### config.mk
export PLATFORM = sky130hd
export DESIGN_NAME = rref_matrix_loader
export DESIGN_NICKNAME = d
export VERILOG_FILES = /design/src/rtl/rref_matrix_loader.sv
export SDC_FILE = /design/constraint.sdc
export NUM_CORES = 1
export LEC_CHECK = 0
export ABC_AREA = 1
export ABC_CLOCK_PERIOD_IN_PS = 5300
export CORE_AREA = 2 2 633 635
export DETAILED_ROUTE_END_ITERATION = 8
export DIE_AREA = 0 0 635 637
export MAX_ROUTING_LAYER = met4
export PLACE_DENSITY_LB_ADDON = 0.05
export SLEW_MARGIN = 30
export SYNTH_ARGS = -nofsm -noshare
export SYNTH_HDL_FRONTEND = slang
export SYNTH_SLANG_ARGS = --single-unit
### constraint.sdc
create_clock -name clk -period 5.3 [get_ports clk]
set_input_delay 1.06 -clock clk [delete_from_list [all_inputs] [get_ports clk]]
set_output_delay 1.06 -clock clk [all_outputs]
set_load 0.1 [all_outputs]
### src/rtl/rref_matrix_loader.sv
// rtl/rref_matrix_loader.sv - assembles a row-major element stream into parallel NxN A/B buses for the RREF inverter
// Optional feature macro: RREF_LOADER_AUG_LOAD_EN (stream carries B after A instead of constant identity B).
module rref_matrix_loader #(
    parameter int DW = 32,
    parameter int N  = 5
) (
    input  logic              clk,
    input  logic              rst_n,
    input  logic              s_valid,
    output logic              s_ready,
    input  logic [DW-1:0]     s_data,
    input  logic              s_last,
    output logic [N*N*DW-1:0] mat_a,
    output logic [N*N*DW-1:0] mat_b,
    output logic              mat_valid,
    input  logic              mat_ack,
    output logic              err_len
);

    localparam int NN = N * N;
    localparam int IW = $clog2(2 * NN);
`ifdef RREF_LOADER_AUG_LOAD_EN
    localparam int T = 2 * NN;
`else
    localparam int T = NN;
`endif
    localparam logic [IW-1:0] LAST_IDX = IW'(T - 1);

    typedef enum logic {FILL, HOLD} state_t;

    state_t          r_state;
    state_t          w_next_state;
    logic [IW-1:0]   r_idx;
    logic [IW-1:0]   w_next_idx;
    logic            r_ready;
    logic            r_valid;
    logic            r_err;
    logic            w_next_ready;
    logic            w_next_valid;
    logic            w_next_err;
    logic            w_xfer;
    logic            w_write;
    logic [DW-1:0]   r_a [NN];

    // r_ready is only ever set in FILL, so it alone qualifies a transfer
    assign w_xfer = s_valid && r_ready;

    always_ff @(posedge clk or negedge rst_n) begin
        if (!rst_n) begin
            r_state <= FILL;
            r_idx   <= '0;
            r_ready <= 1'b0;
            r_valid <= 1'b0;
            r_err   <= 1'b0;
        end else begin
            r_state <= w_next_state;
            r_idx   <= w_next_idx;
            r_ready <= w_next_ready;
            r_valid <= w_next_valid;
            r_err   <= w_next_err;
        end
    end

    always_comb begin
        w_next_state = r_state;
        w_next_idx   = r_idx;
        w_next_err   = 1'b0;
        w_write      = 1'b0;
        case (r_state)
            FILL: begin
                if (w_xfer) begin
                    if (r_idx == LAST_IDX) begin
                        // a missing s_last still completes the matrix, but is flagged
                        w_next_state = HOLD;
                        w_next_idx   = '0;
                        w_write      = 1'b1;
                        w_next_err   = !s_last;
                    end else if (s_last) begin
                        w_next_idx = '0;
                        w_next_err = 1'b1;
                    end else begin
                        w_next_idx = r_idx + IW'(1);
                        w_write    = 1'b1;
                    end
                end
            end
            HOLD: begin
                if (mat_ack) begin
                    w_next_state = FILL;
                    w_next_idx   = '0;
                end
            end
            default: begin
                w_next_state = FILL;
                w_next_idx   = '0;
            end
        endcase
        w_next_ready = (w_next_state == FILL);
        w_next_valid = (w_next_state == HOLD);
    end

    always_ff @(posedge clk or negedge rst_n) begin
        if (!rst_n) begin
            for (int i = 0; i < NN; i++) r_a[i] <= '0;
        end else begin
            for (int i = 0; i < NN; i++)
                if (w_write && r_idx == IW'(i)) r_a[i] <= s_data;
        end
    end

`ifdef RREF_LOADER_AUG_LOAD_EN
    logic [DW-1:0] r_b [NN];

    always_ff @(posedge clk or negedge rst_n) begin
        if (!rst_n) begin
            for (int i = 0; i < NN; i++) r_b[i] <= '0;
        end else begin
            for (int i = 0; i < NN; i++)
                if (w_write && r_idx == IW'(NN + i)) r_b[i] <= s_data;
        end
    end
`endif

    for (genvar r = 0; r < N; r++) begin : g_row
        for (genvar c = 0; c < N; c++) begin : g_col
            assign mat_a[(r*N+c)*DW +: DW] = r_a[r*N+c];
`ifdef RREF_LOADER_AUG_LOAD_EN
            assign mat_b[(r*N+c)*DW +: DW] = r_b[r*N+c];
`else
            assign mat_b[(r*N+c)*DW +: DW] = (r == c) ? DW'(1) : '0;
`endif
        end
    end

    assign s_ready   = r_ready;
    assign mat_valid = r_valid;
    assign err_len   = r_err;

endmodule

==> results.ini, run 1 <==
[yosys]
synthTopCellsByCount = 1257 x nand2_1, 809 x dfrtp_1, 806 x buf_4
synth_edf_count = 0
yosysTopAreaCell = dfrtp_1
synth_seq_area_share_pct = 54.9
yosys.area.top_type_share_pct = 54.9
yosys_warnings = 0
synth_area_um2 = 36900
netlist_instances = 4051
async_flop_share_pct = 100
yosysMostFrequentCell = nand2_1
yosys.cell_types.count = 27
synth.avg_cell_area_um2 = 9.11
synthFlopType = dfrtp_1
yosys_register_bits = 809
synthTopCellsByArea = dfrtp_1 55%, buf_4 16%, nand2_1 13%

[worst_setup_path]
end_kind = output port
cp_cell_sequence = clkdlybuf4s50_1
slowest_stage = clkdlybuf4s50_1
crit_family = buffers and inverters
worstPathArrival_ns = 2.46
start_kind = register
critPathRequiredTime_ns = 4.24
worst-setup-path-type = register to output port
worst-path-buf-inv = 1
critPathMaxFanout = 2
critPathMaxStageDelay_ns = 1.18

[timing]
worstMarginPinSlew_ns = 1.04
final-setup-viol-count = 0
relSlewSlack_pct = 30.5
period_share_pct = 66.4
max_freq_mhz = 284
fin_crit_ns = 3.52
finalMaxSlewViolations = 0
setup_tns_ns = 0
finClkSkew_ns = 0.0784
timing.final.ws_setup_ns = 1.78
finalHoldViolCount = 0
grt_setup_unrepaired = false

[final_layout]
fillers = 45527
area_delta_synth_final_pct = 37.0
fin_nets = 4897
final-seq-area_um2 = 20200
multi_input_comb_area_um2 = 12400
drive_gt1_share_pct = 17.5

[run]
drv_cap = 0

[detailed_routing]
drc = 0
viasPerCell = 2.74
drtIter0Drc = 1533
routed-via-count = 28005
ant_nets = 0
postRouteWirelength_um = 235000
routedWlPerCell_um = 23.0
drt_pre_antenna_iters = 5

[run_status]
outcome = finished clean

[floorplanning]
die_w_um = 635
initial_core_util_pct = 9.27
die_h_um = 637
rows = 232
ioPinCount = 1640
die_area_um2 = 404000
fp.coreArea_um2 = 398000

[pwr]
p_leak_nw = 25.2
powerDensity_nw_per_um2 = 554
ir_drop_uv = 305

[global_route]
grt_max_degree = 148
gr-usage-all-layers_pct = 11.5
antenna_found_initial = 31
grt-ovfl-total = 0
grt_first_pass_wirelength_um = 303000
grt_pass1_vias = 27603

[cts]
cts.sink_count = 809
clk_pin_slew_ns = 0.06
cts_made_buffers = 134
cts_hold_buf = 0
htreeDepth = 4
clockRootBuffer = clkbuf_16
tritoncts = yes
cts.repair.resized = 0
cts_setup_buffers = 0
clock_path_buffers = 4
clock_latency_ns = 0.84

[placement]
gp_congestion = 0.681
pre_cts_slack_ns = 1.41
post-dp-hpwl_um = 160000
port_buffers = 839

[worst_hold_path]
hold_class = input pin to async pin

[cell families (layout without fill, tap and decap cells)]
logic type | Yosys count | in the layout | synth area share, %
AOI/OAI and AO/OA | 386 | 386 | 5.24
DFF | 809 | 809 | 54.9
buffers and inverters | 1111 | 1208 | 20.1
and+or+nand+nor | 1737 | 1737 | 19.6
xor gates and xnor gates | 1 | 1 | 0.0237
other | 2 | 812 | 0.0204
adders and majority gates | 5 | 5 | 0.170
[layer usage]
metal | part of all wire, % | track usage, % | up-vias
li1 | - | - | 12938
met1 | 41 | 13.4 | 13709
met2 | 48 | 18.8 | 1148
met3 | 9.5 | 4.58 | 210
met4 | 1.8 | 2.15 | 0
met5 | 0 | - | -
[flip-flops by register name, summed over array words and instances, names as in the netlist]
name,cells
err_len,1
mat_a,800
mat_valid,1
r_idx,6
s_ready,1
[cell usage in the layout, fill, tap and decap left out, drive strengths merged]
| master | instances |
|---|---|
| inv | 49 |
| bufinv | 6 |
| nor3 | 5 |
| diode | 12 |
| clkdlybuf4s50 | 314 |
| clkbuf | 200 |
| clkinv | 17 |
| o21ai | 385 |
| ha | 5 |
| conb | 800 |
| buf | 621 |
| clkinvlp | 1 |
| xor2 | 1 |
| or2 | 1 |
| nor2 | 30 |
| nand2 | 1272 |
| dfrtp | 809 |
| nand3 | 427 |
| o22ai | 1 |
| nand4 | 2 |
[power breakdown]
part	total [mW]	switching, mW	internal, mW
clock network	9.13	3.77	5.36
registers	7.45	0.476	6.97
logic	11.4	10.2	1.23
[path summary, 6_finish.rpt]
| check | end | startpoint | cells after the start | slack [ns] |
|---|---|---|---|---|
| worst max-delay path | mat_a[249] | mat_a[249] | 1 | 1.78 |
| worst min-delay path | mat_a[402] | rst_n | 1 | 0.30 |
| worst max register to register | mat_a[444] | r_idx[0] | 11 | 1.95 |
| worst min register to register | mat_a[663] | mat_a[663] | 2 | 0.46 |
| max in group asynchronous | mat_a[379] | rst_n | 3 | 3.56 |
| min in group clk | mat_a[663] | mat_a[663] | 2 | 0.46 |
[final cells by class]
cell class / count / share of cell area, %
clock inverter: 27 / 0.874
multi-input combinational: 2929 / 24.5
tap: 5265 / 13.0
timing repair buffer: 935 / 13.5
sequential: 809 / 40.1
antenna: 12 / 0.0594
clock buffer: 200 / 7.66
inverter: 46 / 0.342
[through the flow]
step	area, um^2	hold WS [ns]	power [mW]	instances	utilization (%)
after CTS	50500	0.255	28.9	10210	12.7
after detailed placement	46200	0.453	19.2	9983	11.6
after global placement	48300	0.455	19.6	9983	12.1
after floorplan	39900	0.537	16.9	4849	-
final	50500	0.302	28.0	10223	12.7
after global routing	50500	0.292	29.3	10212	12.7
Note: power is estimated with default switching activity, not from simulation.
==> run 2, diff against run 1 <==
--- a/config.mk
+++ b/config.mk
@@ -6,10 +6,10 @@
 export NUM_CORES = 1
 export LEC_CHECK = 0
 export ABC_AREA = 1
-export ABC_CLOCK_PERIOD_IN_PS = 5300
-export CORE_AREA = 2 2 633 635
+export ABC_CLOCK_PERIOD_IN_PS = 3300
+export CORE_AREA = 2 2 635 637
 export DETAILED_ROUTE_END_ITERATION = 8
-export DIE_AREA = 0 0 635 637
+export DIE_AREA = 0 0 637 639
 export MAX_ROUTING_LAYER = met4
 export PLACE_DENSITY_LB_ADDON = 0.05
 export SLEW_MARGIN = 30
==> constraint.sdc (replaced) <==
create_clock -name clk -period 3.3 [get_ports clk]
set_input_delay 0.66 -clock clk [delete_from_list [all_inputs] [get_ports clk]]
set_output_delay 0.66 -clock clk [all_outputs]
set_load 0.1 [all_outputs]
==> run 2 against run 1 <==
- combinational power rose by 63%
- final cell count rose by 0.92%
- largest cell class unchanged
- clock skew fell by 0.016 ns
- sequential share of layout area fell by 0.94 points
- utilization rose by 0.21 points
- first-iteration DRC count fell by 4.6%
- clock power rose by 58%
- global-route usage fell by 0.14 points
- sequential power rose by 62%
==> results.ini, run 2 (synthesis gave the netlist of run 1 again) <==
[global_route]
gr-usage-all-layers_pct = 11.4  ; was 11.5%
antenna_found_initial = 44  ; was 31
grt-ovfl-total = 0  ; unchanged
grt_first_pass_wirelength_um = 302000  ; was 303000 um
grt_pass1_vias = 28300  ; was 27603
grt_max_degree = 98  ; was 148

[final_layout]
final-seq-area_um2 = 20200  ; unchanged
layout_common_cells = 1245 x nand2_1, 935 x buf_4, 809 x dfrtp_1, 800 x conb_1, 426 x nand3_1  ; was 1245 x nand2_1, 809 x dfrtp_1, 800 x conb_1, 454 x buf_2, 426 x nand3_1
layout.cells.most_common = nand2_1  ; unchanged
fillers = 45773  ; was 45527
drive_gt1_share_pct = 24.3  ; was 17.5%
area_delta_synth_final_pct = 40.3  ; was 37.0%
fin_nets = 4975  ; was 4897
largest_reg_flops = 800  ; unchanged
fin_cells = 10317  ; was 10223
multi_input_comb_area_um2 = 12300  ; was 12400 um^2

[detailed_routing]
drt_pre_antenna_iters = 7  ; was 5
viasPerCell = 2.74  ; about the same
drc = 0  ; unchanged
ant_nets = 0  ; unchanged
routed-via-count = 28284  ; was 28005
postRouteWirelength_um = 233000  ; was 235000 um
drtIter0Drc = 1462  ; was 1533
routedWlPerCell_um = 22.6  ; was 23.0 um

[pwr]
p_leak_nw = 26.2  ; was 25.2 nW
ir_drop_uv = 306  ; was 305 uV
power.switching_mw = 23.1  ; was 14.4 mW
p_comb_share_pct = 41.2  ; was 40.8%
netSwitchingFraction_pct = 51.1  ; was 51.6%
powerDensity_nw_per_um2 = 873  ; was 554 nW/um^2
seqPwrFrac_pct = 26.8  ; was 26.6%
clkPwrFrac_pct = 32.0  ; was 32.6%
internal_power_mw = 22.1  ; was 13.6 mW

[worst_setup_path]
reg2reg_depth = 12  ; was 11
end_kind = register  ; was output port
critPathMaxFanout = 23  ; was 2
critPathMaxStageDelay_ns = 0.44  ; was 1.18 ns
critPathRequiredTime_ns = 3.96  ; was 4.24 ns
slowest_stage = dfrtp_1  ; was clkdlybuf4s50_1
crit_top_cell = nand2_1
r2r_start = r_idx[0]  ; unchanged
cp_cell_sequence = inv_1 -> ha_1 -> nand3_1 -> inv_1 -> nand2_1 -> ha_1 -> nor2_8 -> buf_12 -> nand2_2 -> buf_12 -> nand2_1 -> nand2_1  ; was clkdlybuf4s50_1
worstSetupStartpoint = r_idx[0]  ; was mat_a[249]
endpoint = mat_a[154]  ; was mat_a[249]
worstPathArrival_ns = 3.52  ; was 2.46 ns
r2r_slack_ns = 0.44  ; was 1.95 ns
start_kind = register  ; unchanged
r2r_end = mat_a[154]  ; was mat_a[444]
worst-setup-path-type = register to register  ; was register to output port

[timing]
final-setup-viol-count = 0  ; unchanged
relSlewSlack_pct = 48.0  ; was 30.5%
fin_crit_ns = 2.86
period_share_pct = 86.6
finClkSkew_ns = 0.0627  ; was 0.0784 ns
max_freq_mhz = 350
grt_setup_unrepaired = false  ; unchanged
setup_tns_ns = 0  ; unchanged
worstMarginPinSlew_ns = 0.778  ; was 1.04 ns
finalMaxSlewViolations = 0  ; unchanged
finalHoldViolCount = 0  ; unchanged

[cts]
clk_pin_slew_ns = 0.06  ; about the same
cts_made_buffers = 135  ; was 134
cts.repair.resized = 0  ; unchanged
htreeDepth = 4  ; unchanged
cts_hold_buf = 1  ; was 0
clock_path_buffers = 4  ; unchanged
clock_latency_ns = 0.83  ; was 0.84 ns
clockRootBuffer = clkbuf_16  ; unchanged
cts_setup_buffers = 0  ; unchanged
tritoncts = yes  ; unchanged
cts.sink_count = 809  ; unchanged

[floorplanning]
initial_core_util_pct = 9.20  ; was 9.27%
die_w_um = 637  ; was 635 um
ioPinCount = 1640  ; unchanged
fp.coreArea_um2 = 401000  ; was 398000 um^2
rows = 233  ; was 232
die_area_um2 = 407000  ; was 404000 um^2
die_h_um = 639  ; was 637 um

[placement]
dp.cells = 10082  ; was 9983
post-dp-hpwl_um = 165000  ; was 160000 um
port_buffers = 839  ; unchanged
gp_congestion = 0.677  ; was 0.681

[run]
drv_cap = 0  ; unchanged

[run_status]
outcome = finished clean  ; unchanged

[worst_hold_path]
hold_class = input pin to register  ; was input pin to async pin

-- run 2: routing by layer --
metal,part of all wire (%),vias up,global-route usage [%]
met2,48,1174,18.5
met3,8.9,232,4.26
met5,0,-,-
li1,-,13103,-
met4,1.9,0,2.22
met1,41,13775,13.5
-- run 2: through the flow --
stage | worst slack, ns | power, mW | area (um^2) | util (%) | hold slack (ns)
finish | 0.443 | 45.2 | 51800 | 12.9 | 0.312
floorplan | 1.14 | 27.2 | 39900 | - | 0.364
global placement | 0.456 | 31.3 | 47500 | 11.8 | 0.456
global route | 0.192 | 47.3 | 51700 | 12.9 | 0.236
CTS | 0.358 | 46.5 | 51700 | 12.9 | 0.212
detailed placement | 0.366 | 31.3 | 47500 | 11.8 | 0.460
-- run 2: power by group through the flow --
stage	Sequential (mW)	Combinational [mW]	Clock [mW]
6_report	12.1	18.6	14.4
5_1_grt	12.3	19.4	15.6
4_1_cts	12.2	19.0	15.4
3_5_place_dp	12.3	18.9	0
3_3_place_gp	12.3	19.0	0
2_1_floorplan	21.2	5.96	0
-- run 2: area by class of cell --
cell class / count / area share, %
antenna: 10 / 0.0484
clock buffer: 204 / 7.60
clock inverter: 20 / 0.604
inverter: 46 / 0.334
multi-input combinational: 2929 / 23.8
sequential: 809 / 39.1
tap: 5287 / 12.8
timing repair buffer: 1012 / 15.7
-- run 2: worst min-delay path by stage --
stage / start / endpoint / cells past startpoint
floorplan: rst_n / err_len / 0
global placement: mat_a[327] / mat_a[327] / 2
detailed placement: mat_a[309] / mat_a[309] / 2
CTS: s_data[28] / mat_a[508] / 3
global route: s_data[30] / mat_a[766] / 3
finish: s_data[15] / mat_a[719] / 3
-- run 2: worst max-delay path, delay by kind of cell (launching register included) --
kind                     cells  cell delay (ns)
buffers and inverters        4             0.72
flip-flops                   1             0.44
adder cells (fa/ha/maj)      2             0.56
AND/OR/NAND/NOR              6             0.93
==> run 3, diff against run 2 <==
--- a/config.mk
+++ b/config.mk
@@ -6,10 +6,10 @@
 export NUM_CORES = 1
 export LEC_CHECK = 0
 export ABC_AREA = 1
-export ABC_CLOCK_PERIOD_IN_PS = 3300
-export CORE_AREA = 2 2 635 637
+export ABC_CLOCK_PERIOD_IN_PS = 2500
+export CORE_AREA = 2 2 637 639
 export DETAILED_ROUTE_END_ITERATION = 8
-export DIE_AREA = 0 0 637 639
+export DIE_AREA = 0 0 639 641
 export MAX_ROUTING_LAYER = met4
 export PLACE_DENSITY_LB_ADDON = 0.05
 export SLEW_MARGIN = 30
==> constraint.sdc (replaced) <==
create_clock -name clk -period 2.5 [get_ports clk]
set_input_delay 0.5 -clock clk [delete_from_list [all_inputs] [get_ports clk]]
set_output_delay 0.5 -clock clk [all_outputs]
set_load 0.1 [all_outputs]
==> run 3 against run 2 <==
- non-clock buffer count grew 70
- via count grew 1.5%
- clock power grew 31%
- critical endpoint is now mat_a[621]
==> results.ini, run 3 (synthesis gave the netlist of run 1 again) <==
[final_layout]
design_area_um2 = 52900  ; was 51800 um^2
largest_reg_flops = 800  ; unchanged
fin_cells = 10383  ; was 10317
fin_nets = 5045  ; was 4975
layout.cells.most_common = nand2_1  ; unchanged
layout_common_cells = 1246 x nand2_1, 954 x buf_4, 809 x dfrtp_1, 800 x conb_1, 426 x nand3_1  ; was 1245 x nand2_1, 935 x buf_4, 809 x dfrtp_1, 800 x conb_1, 426 x nand3_1
drive_gt1_share_pct = 25.4  ; was 24.3%
area_delta_synth_final_pct = 43.3  ; was 40.3%

[timing]
final-setup-viol-count = 0  ; unchanged
max_freq_mhz = 440  ; was 350 MHz
finClkSkew_ns = 0.0577  ; was 0.0627 ns
worstMarginPinSlew_ns = 0.842  ; was 0.778 ns
finalHoldViolCount = 0  ; unchanged
grt_setup_unrepaired = false  ; unchanged
finalMaxSlewViolations = 0  ; unchanged
fin_crit_ns = 2.27  ; was 2.86 ns
relSlewSlack_pct = 43.9  ; was 48.0%
period_share_pct = 90.9  ; was 86.6%

[detailed_routing]
routed-via-count = 28703  ; was 28284
drtIter0Drc = 1520  ; was 1462
ant_nets = 0  ; unchanged
routedWlPerCell_um = 22.3  ; was 22.6 um
drc = 0  ; unchanged
viasPerCell = 2.76  ; was 2.74
postRouteWirelength_um = 232000  ; was 233000 um
drt_pre_antenna_iters = 5  ; was 7

[global_route]
gr-usage-all-layers_pct = 11.2  ; was 11.4%
grt-ovfl-total = 0  ; unchanged
grt_first_pass_wirelength_um = 299000  ; was 302000 um
grt_max_degree = 65  ; was 98
antenna_found_initial = 29  ; was 44
grt_pass1_vias = 28324  ; was 28300

[worst_setup_path]
critPathMaxFanout = 64  ; was 23
critPathRequiredTime_ns = 3.11  ; was 3.96 ns
end_kind = register  ; unchanged
start_kind = register  ; unchanged
worst-setup-path-type = register to register  ; unchanged
worstPathArrival_ns = 2.88  ; was 3.52 ns

[pwr]
ir_drop_uv = 483  ; was 306 uV
p_leak_nw = 26.8  ; was 26.2 nW
powerDensity_nw_per_um2 = 1130  ; was 873 nW/um^2

[floorplanning]
fp.coreArea_um2 = 402000  ; was 401000 um^2
ioPinCount = 1640  ; unchanged
die_w_um = 639  ; was 637 um
die_area_um2 = 410000  ; was 407000 um^2
initial_core_util_pct = 9.18  ; was 9.20%
rows = 233  ; unchanged
die_h_um = 641  ; was 639 um

[placement]
port_buffers = 839  ; unchanged
placed_area_um2 = 48500  ; was 47500 um^2
post-dp-hpwl_um = 167000  ; was 165000 um
gp_congestion = 0.683  ; was 0.677
dp.cells = 10142  ; was 10082

[cts]
clock_path_buffers = 4  ; unchanged
clk_pin_slew_ns = 0.06  ; about the same
htreeDepth = 4  ; unchanged
tritoncts = yes  ; unchanged
clockRootBuffer = clkbuf_16  ; unchanged
clock_latency_ns = 0.81  ; was 0.83 ns
cts.sink_count = 809  ; unchanged
cts_made_buffers = 135  ; unchanged

[worst_hold_path]
hold_class = input pin to register  ; unchanged

[run_status]
outcome = finished clean  ; unchanged

[run]
drv_cap = 0  ; unchanged

==> run 3: final timing paths <==
kind	startpoint	to	slack (ns)	cells after the start
min	s_data[14]	mat_a[718]	0.15	3
min reg2reg	mat_a[288]	mat_a[288]	0.47	2
max	r_idx[0]	mat_a[621]	0.23	13
max reg2reg	r_idx[0]	mat_a[621]	0.23	13
min in group asynchronous	rst_n	mat_a[113]	0.36	2
max in group asynchronous	rst_n	mat_a[676]	1.18	3
==> run 3: per-layer routing <==
metal	GRT usage (%)	part of all wire (%)	up-vias
met4	2.19	1.9	0
met5	-	0	-
li1	-	-	13233
met3	4.31	9.2	213
met2	17.9	47	1105
met1	13.2	42	14152
==> run 3: metrics by stage <==
stage               hold slack (ns)  total power [mW]  TNS [ns]  setup slack (ns)  util (%)
floorplan                     0.204              35.8         0             0.336         -
global placement              0.457              41.5  -0.00911          -0.00911      12.1
detailed placement            0.459              41.4   -0.0299           -0.0126      12.1
CTS                          0.0703              61.2         0            0.0388      13.1
global route                  0.122              62.3         0            0.0581      13.2
finish                        0.152              59.6         0             0.228      13.2
==> run 3: final cells by class <==
class | instances | area [um^2]
clock inverter | 25 | 333
timing repair buffer | 1082 | 9330
fill | 45846 | 349000
clock buffer | 200 | 3850
inverter | 46 | 173
multi-input combinational | 2929 | 12300
sequential | 809 | 20200
antenna | 5 | 12.5
tap | 5287 | 6620
==> run 3: power by group <==
group | switching, mW | internal, mW | total [mW]
clock | 7.70 | 11.1 | 18.8
sequential | 1.25 | 14.8 | 16.0
combinational | 21.6 | 3.18 | 24.8
==> run 3: critical path: stages, from the launching register on <==
cell and delay, ns:
dfrtp_1 0.37, inv_1 0.08, ha_1 0.17, nand3_1 0.10, inv_1 0.06, nand2_1 0.08, ha_2 0.22, nor2_8 0.12
buf_4 0.16, clkbuf_16 0.17, nand2_4 0.06, buf_12 0.19, nand2_1 0.10, o21ai_0 0.08
==> run 3: what timing repair did <==
| action | CTS | global route |
|---|---|---|
| hold buffers | 2 | 0 |
| endpoints found under the hold margin | 21 | 0 |
| resized for setup | 1 | 9 |
| gates cloned | 0 | 2 |
| pin swaps | 0 | 1 |
| setup endpoints to repair | 8 | 210 |
| setup buffers | 0 | 7 |
